--- config.mk ---
export PLATFORM = sky130hd
export DESIGN_NAME = vector_seq
export DESIGN_NICKNAME = d
export VERILOG_FILES = /design/src/rtl/vector_seq.sv
export SDC_FILE = /design/constraint.sdc
export NUM_CORES = 1
export LEC_CHECK = 0
export CAP_MARGIN = 10
export CORE_ASPECT_RATIO = 1.2
export CORE_UTILIZATION = 35
export CTS_CLUSTER_DIAMETER = 40
export DETAILED_ROUTE_END_ITERATION = 8
export PLACE_DENSITY_LB_ADDON = 0.15
export SLEW_MARGIN = 10
export SYNTH_ARGS = -nofsm -noshare
export SYNTH_HDL_FRONTEND = slang
export SYNTH_SLANG_ARGS = --single-unit
--- constraint.sdc ---
create_clock -name clk -period 1.8 [get_ports clk]
set_clock_uncertainty 0.05 [all_clocks]
set_input_delay 0.18 -clock clk [delete_from_list [all_inputs] [get_ports clk]]
set_output_delay 0.18 -clock clk [all_outputs]
set_load 0.1 [all_outputs]
--- src/rtl/vector_seq.sv ---
// Exhaustive 3-input stimulus sequencer: walks the eight {x,y,z} vectors in a
// fixed order, holds each for HOLD cycles and captures the response into truth_tbl.
module vector_seq #(
    parameter int HOLD = 5
) (
    input  logic       clk,
    input  logic       rst_n,
    input  logic       start,
    input  logic       dut_out,
    output logic       x,
    output logic       y,
    output logic       z,
    output logic       busy,
    output logic       done,
    output logic [2:0] step,
    output logic [7:0] truth_tbl
);

    typedef enum logic [1:0] {
        IDLE  = 2'd0,
        DRIVE = 2'd1,
        FIN   = 2'd2
    } state_t;

    localparam logic [7:0] HOLD_LAST = 8'(HOLD - 1);

    state_t     state;
    logic [7:0] hold_cnt;

    // Vector order chosen so consecutive vectors differ mostly in one bit.
    function automatic logic [2:0] vec_of(input logic [2:0] s);
        case (s)
            3'd0:    vec_of = 3'b000;
            3'd1:    vec_of = 3'b100;
            3'd2:    vec_of = 3'b110;
            3'd3:    vec_of = 3'b010;
            3'd4:    vec_of = 3'b001;
            3'd5:    vec_of = 3'b101;
            3'd6:    vec_of = 3'b111;
            default: vec_of = 3'b011;
        endcase
    endfunction

    // NOTE: every flop here, including the captured truth table, is cleared by
    // the async reset so an aborted sweep leaves no stale partial result.
    always_ff @(posedge clk or negedge rst_n) begin
        if (!rst_n) begin
            state     <= IDLE;
            hold_cnt  <= 8'd0;
            step      <= 3'd0;
            x         <= 1'b0;
            y         <= 1'b0;
            z         <= 1'b0;
            truth_tbl <= 8'h00;
        end else begin
            // NOTE: non-blocking assignments, so reads of step/x/y/z below see
            // the values from before this edge.
            case (state)
                IDLE: begin
                    step        <= 3'd0;
                    hold_cnt    <= 8'd0;
                    {x, y, z}   <= 3'b000;
                    if (start) begin
                        state     <= DRIVE;
                        truth_tbl <= 8'h00;
                        {x, y, z} <= vec_of(3'd0);
                    end
                end
                DRIVE: begin
                    if (hold_cnt == HOLD_LAST) begin
                        truth_tbl[{x, y, z}] <= dut_out;
                        hold_cnt             <= 8'd0;
                        if (step == 3'd7) begin
                            state     <= FIN;
                            {x, y, z} <= 3'b000;
                        end else begin
                            step      <= step + 3'd1;
                            {x, y, z} <= vec_of(step + 3'd1);
                        end
                    end else begin
                        hold_cnt <= hold_cnt + 8'd1;
                    end
                end
                FIN: begin
                    state <= IDLE;
                    step  <= 3'd0;
                end
                default: state <= IDLE;
            endcase
        end
    end

    assign busy = (state == DRIVE);
    assign done = (state == FIN);

endmodule

=== After elaboration in Yosys (flattened, before gate mapping) ===
Cells that the tools add are included.

* Register bits: 24
* Output and inout port bits: 16
* Word-level logic and storage cells: 60

* $add $sub $neg: 2
* $lt $le $gt $ge: 2
* Equality and inequality tests: 14
* Mux-type cells: 25
* Reduce and logical (&&, ||, !) cells: 10

{| class="wikitable"
|+ Operators by type and width
! operator !! number
|-
| 8-bit case mux with 2 select lines || 2
|-
| 8-bit two-way mux || 3
|-
| 3-bit case mux with 7 select lines || 1
|-
| 3-bit equality test (second input constant) || 4
|-
| 3-bit AND reduction || 3
|-
| 8-bit by 1-bit adder with 8-bit output (second input constant) || 1
|-
| 8-bit bitwise mux || 1
|-
| 8-bit by 3-bit equality test with 1-bit output (second input constant) || 1
|-
| 1-bit two-way mux || 7
|-
| 3-bit by 2-bit equality test with 1-bit output (second input constant) || 2
|-
| 2-bit two-way mux || 3
|-
| 3-bit two-way mux || 2
|-
| 1-bit case mux with 2 select lines || 3
|-
| 3-bit case mux with 2 select lines || 1
|-
| 3-bit by 4-bit < comparator with 1-bit output (second input constant) || 1
|-
| 2-bit by 1-bit inequality test with 1-bit output (second input constant) || 2
|-
| 2-bit inequality test (second input constant) || 2
|-
| 2-bit case mux with 2 select lines || 1
|-
| 2-bit nonzero test || 2
|-
| 3-bit by 1-bit adder with 3-bit output (second input constant) || 1
|-
| 1-bit demux with 3-bit select || 1
|-
| 3-bit by 1-bit equality test with 1-bit output (second input constant) || 1
|-
| 3-bit by 1-bit >= comparator with 1-bit output (second input constant) || 1
|-
| 3-bit zero test || 1
|-
| 6 further kinds || 6
|}

=== Longest topological paths before layout ===
* Word-level depth: 7
* Mapped depth: 8

=== Least setup slack after synthesis ===
Ideal clock, no wire load.

* Kind: register to register
* Start: reg state[1]
* End: reg truth_tbl[7]
* Arrival: 2.220 ns
* Path slack: -0.550 ns
* Stages on the path, launching flop included: 7
* Cell sequence: dfrtp_1 clkbuf_2 nand2b_1 clkinv_1 and3_1 nand3_1 mux2i_1

* Word-level cells in the longest chain between the ends: 3
* Elaborated cells on any way between the ends: 7

{| class="wikitable"
|+ Ends and longest elaborated chain
! what !! line !! source
|-
| from (decl) || 27 || <nowiki>state_t state;</nowiki>
|-
| from (signal assigned) || 48 || <nowiki>state <= IDLE;</nowiki>
|-
| from (signal assigned) || 64 || <nowiki>state <= DRIVE;</nowiki>
|-
| from (signal assigned) || 74 || <nowiki>state <= FIN;</nowiki>
|-
| 2-bit by 1-bit equality test with 1-bit output * || -- ||
|-
| net busy || 13 || <nowiki>output logic busy,</nowiki>
|-
| 2-bit by 1-bit inequality test with 1-bit output (no line) / 2-bit nonzero test (equally long branches) || -- ||
|-
| 3-bit AND reduction (no line) || -- ||
|-
| to (signal, indexed assignment) || 71 || <nowiki>truth_tbl[{x, y, z}] <= dut_out;</nowiki>
|-
| to (decl) || 16 || <nowiki>output logic [7:0] truth_tbl</nowiki>
|}

Mark *: on every way through the listed nets, which the timed path passes. The rest lies on a longest branch.
A chain may end at the register's enable or synchronous reset.

=== Worst setup path in the final report ===
* Start: reg step[0]
* End: reg step[0]

* Word-level cells in the longest chain between the ends: 4
* Elaborated cells on any way between the ends: 7

{| class="wikitable"
|+ Ends and longest elaborated chain
! what !! line !! source
|-
| from (decl) || 15 || <nowiki>output logic [2:0] step,</nowiki>
|-
| from (signal assigned) || 77 || <nowiki>step <= step + 3'd1;</nowiki>
|-
| 3-bit by 1-bit adder with 3-bit output || 77 ||
|-
| 3-bit two-way mux || 73 || <nowiki>if (step == 3'd7) begin</nowiki>
|-
| 3-bit two-way mux || 70 || <nowiki>if (hold_cnt == HOLD_LAST) begin</nowiki>
|-
| 3-bit case mux with 2 select lines || 58 || <nowiki>case (state)</nowiki>
|}

Parallel ways exist; a longest one is shown, timed or not. The select of a mux whose other input is x is not followed.

==> flow_summary_export.csv <==
group,metric,value,unit
drt,drt-initial-drc-count,34,
sta,timing.fmax,610.6,MHz
logic_synthesis,syn-mean-instance-area,10.14,sq um
drt,wl,2964,um
sta,hold_ws,0.2247,ns
final_layout,drive_gt1_share,28.03,%
drt,postRouteAntennaNets,0,
drt,drt_first_pass_iters,6,
logic_synthesis,synthDominantCellAreaShare,45.93,%
drt,drt-vias-per-instance,5.639,
cts,post_cts.repair.setup_buffers,0,
cts,hold_buf_cts,0,
placement,port-buffer-count,19,
run,drv_cap,0,
final_layout,sequential_cell_area,606.8,sq um
cts,cts.htree.levels,1,
drt,dr_total_vias,1094,
die,chipHeight,68.96,um
critical_path,timing.critical_path.from_type,"flop",
logic_synthesis,netlist_instances,129,
cts,cts_clk_pin_slew_worst_paths,0.09,ns
logic_synthesis,postSynthRegisterBits,24,
final_layout,layout_commonest_cell,"sky130_fd_sc_hd__dfrtp_1",
sta,unrepaired_setup_endpoints_after_global_routing,"false",
global_route,global_route_wire_length_before_repair,4940,um
sta,postLayoutSetupSlackWorst,0.1623,ns
worst_hold_path,min-delay-path-class,"input pin to async pin",
global_route,grt_start_max_net_pins,25,
sta,fin_crit_sh,90.99,%
die,die_area,0.003985,sq mm
die,initial_core_utilization,37.86,%
final_layout,layout.cells.most_common_list,"19 x sky130_fd_sc_hd__dfrtp_1, 17 x sky130_fd_sc_hd__buf_4, 13 x sky130_fd_sc_hd__nand2_1, 9 x sky130_fd_sc_hd__ha_1",
logic_synthesis,post_synth_num_cell_types,38,
cts,cts_resized,0,
logic_synthesis,synth_fp_nets,142,
sta,worst_max_slew_margin_expressed_relative_to_the_limit,76.57,%
cts,tritoncts,"built",
sta,hold_viol,0,
critical_path,critical_path_arrival,1.74,ns
critical_path,endpoint_kind,"flop",
cts,clock_insertion_delay_worst_skew,0.26,ns
drt,remaining_drc_errors,4,
logic_synthesis,yosysWarningCount,0,
logic_synthesis,synth_seq_area_share,45.93,%
placement,placement.setup.worst_slack,0.03793,ns
die,die_width,57.80,um
final_layout,num-nets-final,171,
outcome,violated_checks,"design-rule violations",
sta,finalSetupViolCount,0,
cts,ctsLongestPathBuffers,2,
final_layout,final.fill_count,320,
sta,fin_crit,1.638,ns
cts,root_buffer,"sky130_fd_sc_hd__clkbuf_8",
logic_synthesis,synthTopCellsByArea,"sky130_fd_sc_hd__dfrtp_1 46%, sky130_fd_sc_hd__ha_1 8.6%, sky130_fd_sc_hd__mux2i_1 5.4%",
cts,clkSinkCount,24,
cts,cts_inserted_buffers,3,
global_route,grt_usage,16.46,%
placement,globalplace.congestion,0.7260,
die,number_of_rows_created_at_floorplan,23,
critical_path,critPathRequiredTime,1.90,ns
global_route,grt_antenna_before_repair,0,
drt,detail_route.wl_per_cell,15.28,um
critical_path,crit_fanout,4,
die,io-pin-count,20,
final_layout,antenna_diode_count,0,
global_route,globalRoute.totalOverflow,0,
final_layout,area_delta_synth_final,31.48,%
logic_synthesis,synthDominantAreaCellType,"sky130_fd_sc_hd__dfrtp_1",
critical_path,critical_path_class,"flop to flop",
die,core_region_area,0.003453,sq mm
outcome,status,"finished, violations left",
sta,slew_violations,0,
logic_synthesis,area_of_the_mapped_netlist,0.001308,sq mm
sta,tightest_slew,0.3504,ns
sta,final.setup.tns,0,ns
global_route,grt_pass1_vias,1084,
final_layout,multiInputGateArea,674.4,sq um
placement,place.detailed.hpwl,2166,um
[critical path, stage by stage (launching register included)]
cell and delay (ns):
sky130_fd_sc_hd__dfrtp_2 0.41, sky130_fd_sc_hd__ha_1 0.22, sky130_fd_sc_hd__ha_1 0.24, sky130_fd_sc_hd__nor2_1 0.15
sky130_fd_sc_hd__nand3_1 0.19, sky130_fd_sc_hd__xnor2_1 0.21, sky130_fd_sc_hd__nor2_1 0.05
[sequential cells by signal (all words and copies together) (netlist names)]
signal / cells
step: 3
hold_cnt: 8
truth_tbl: 8
y: 1
x: 1
z: 1
state: 2
[Yosys cell counts]
cell / instances
sky130_fd_sc_hd__nand2_1: 13
sky130_fd_sc_hd__a41oi_1: 1
sky130_fd_sc_hd__nor4_4: 1
sky130_fd_sc_hd__nand2b_1: 2
sky130_fd_sc_hd__o41ai_1: 2
sky130_fd_sc_hd__a32o_1: 1
sky130_fd_sc_hd__mux2i_1: 7
sky130_fd_sc_hd__clkbuf_2: 1
sky130_fd_sc_hd__a211oi_1: 2
sky130_fd_sc_hd__nand4_1: 1
sky130_fd_sc_hd__nand2_2: 1
sky130_fd_sc_hd__o21bai_1: 1
sky130_fd_sc_hd__ha_1: 9
sky130_fd_sc_hd__nor3_1: 3
sky130_fd_sc_hd__nor2_1: 7
sky130_fd_sc_hd__nand3b_1: 1
sky130_fd_sc_hd__buf_4: 1
sky130_fd_sc_hd__o21ai_2: 1
sky130_fd_sc_hd__inv_1: 8
sky130_fd_sc_hd__a21oi_1: 2
sky130_fd_sc_hd__clkbuf_1: 1
sky130_fd_sc_hd__nand3_1: 8
sky130_fd_sc_hd__clkinv_1: 1
sky130_fd_sc_hd__and3_1: 4
sky130_fd_sc_hd__o311ai_1: 2
sky130_fd_sc_hd__a21oi_2: 1
sky130_fd_sc_hd__a31oi_1: 3
sky130_fd_sc_hd__and4_1: 1
sky130_fd_sc_hd__a22o_1: 3
sky130_fd_sc_hd__mux2_2: 1
sky130_fd_sc_hd__dfrtp_1: 24
sky130_fd_sc_hd__a311oi_1: 1
sky130_fd_sc_hd__nor4_1: 2
sky130_fd_sc_hd__and3b_1: 1
sky130_fd_sc_hd__a21o_1: 1
sky130_fd_sc_hd__and2_1: 1
sky130_fd_sc_hd__o21ai_0: 7
sky130_fd_sc_hd__xnor2_1: 2
[logic make-up (layout without fill, tap and decap cells)]
| logic type | after synthesis | count (layout) | synth area share, % |
|---|---|---|---|
| muxes | 8 | 8 | 6.220 |
| xor gates and xnor gates | 2 | 2 | 1.340 |
| and+or+nand+nor | 46 | 46 | 18.76 |
| AOI/OAI and AO/OA | 28 | 28 | 15.31 |
| DFF | 24 | 24 | 45.93 |
| buffers and inverters | 12 | 40 | 3.827 |
| adders and majority gates | 9 | 9 | 8.613 |
[path summary, 6_finish.rpt]
| check | from | end | slack (ns) | depth (start not counted) |
|---|---|---|---|---|
| max in group asynchronous | rst_n | step[1] | 1.22 | 2 |
| min in group clk | truth_tbl[7] | truth_tbl[7] | 0.48 | 2 |
| max | step[0] | step[0] | 0.16 | 6 |
| max reg2reg | step[0] | step[0] | 0.16 | 6 |
| min reg2reg | truth_tbl[7] | truth_tbl[7] | 0.48 | 2 |
| min | rst_n | hold_cnt[7] | 0.22 | 2 |
[layer usage]
layer	GRT usage, %	wire length, um
met4	7.440	38
met1	20.67	1351
met3	2.425	109
met2	28.20	1464
met5	0	0
[final cells by class]
type,instances,share of cell area [%]
Timing Repair Buffer,27,17.32
Tap cell,37,2.693
Sequential cell,24,35.30
Multi-Input combinational cell,93,39.23
Clock buffer,4,3.202
Inverter,9,2.256
[metrics by stage]
step / util [%] / std cells / cell area (sq um)
after floorplan: - / 129 / 1321
after CTS: 49.35 / 194 / 1704
after detailed placement: 47.75 / 190 / 1649
final: 49.78 / 194 / 1719
after global placement: 47.75 / 190 / 1649
after global routing: 49.78 / 194 / 1719
Power is not shown: default switching activity piles up to over one toggle a cycle in this logic, so the estimate is an artifact.
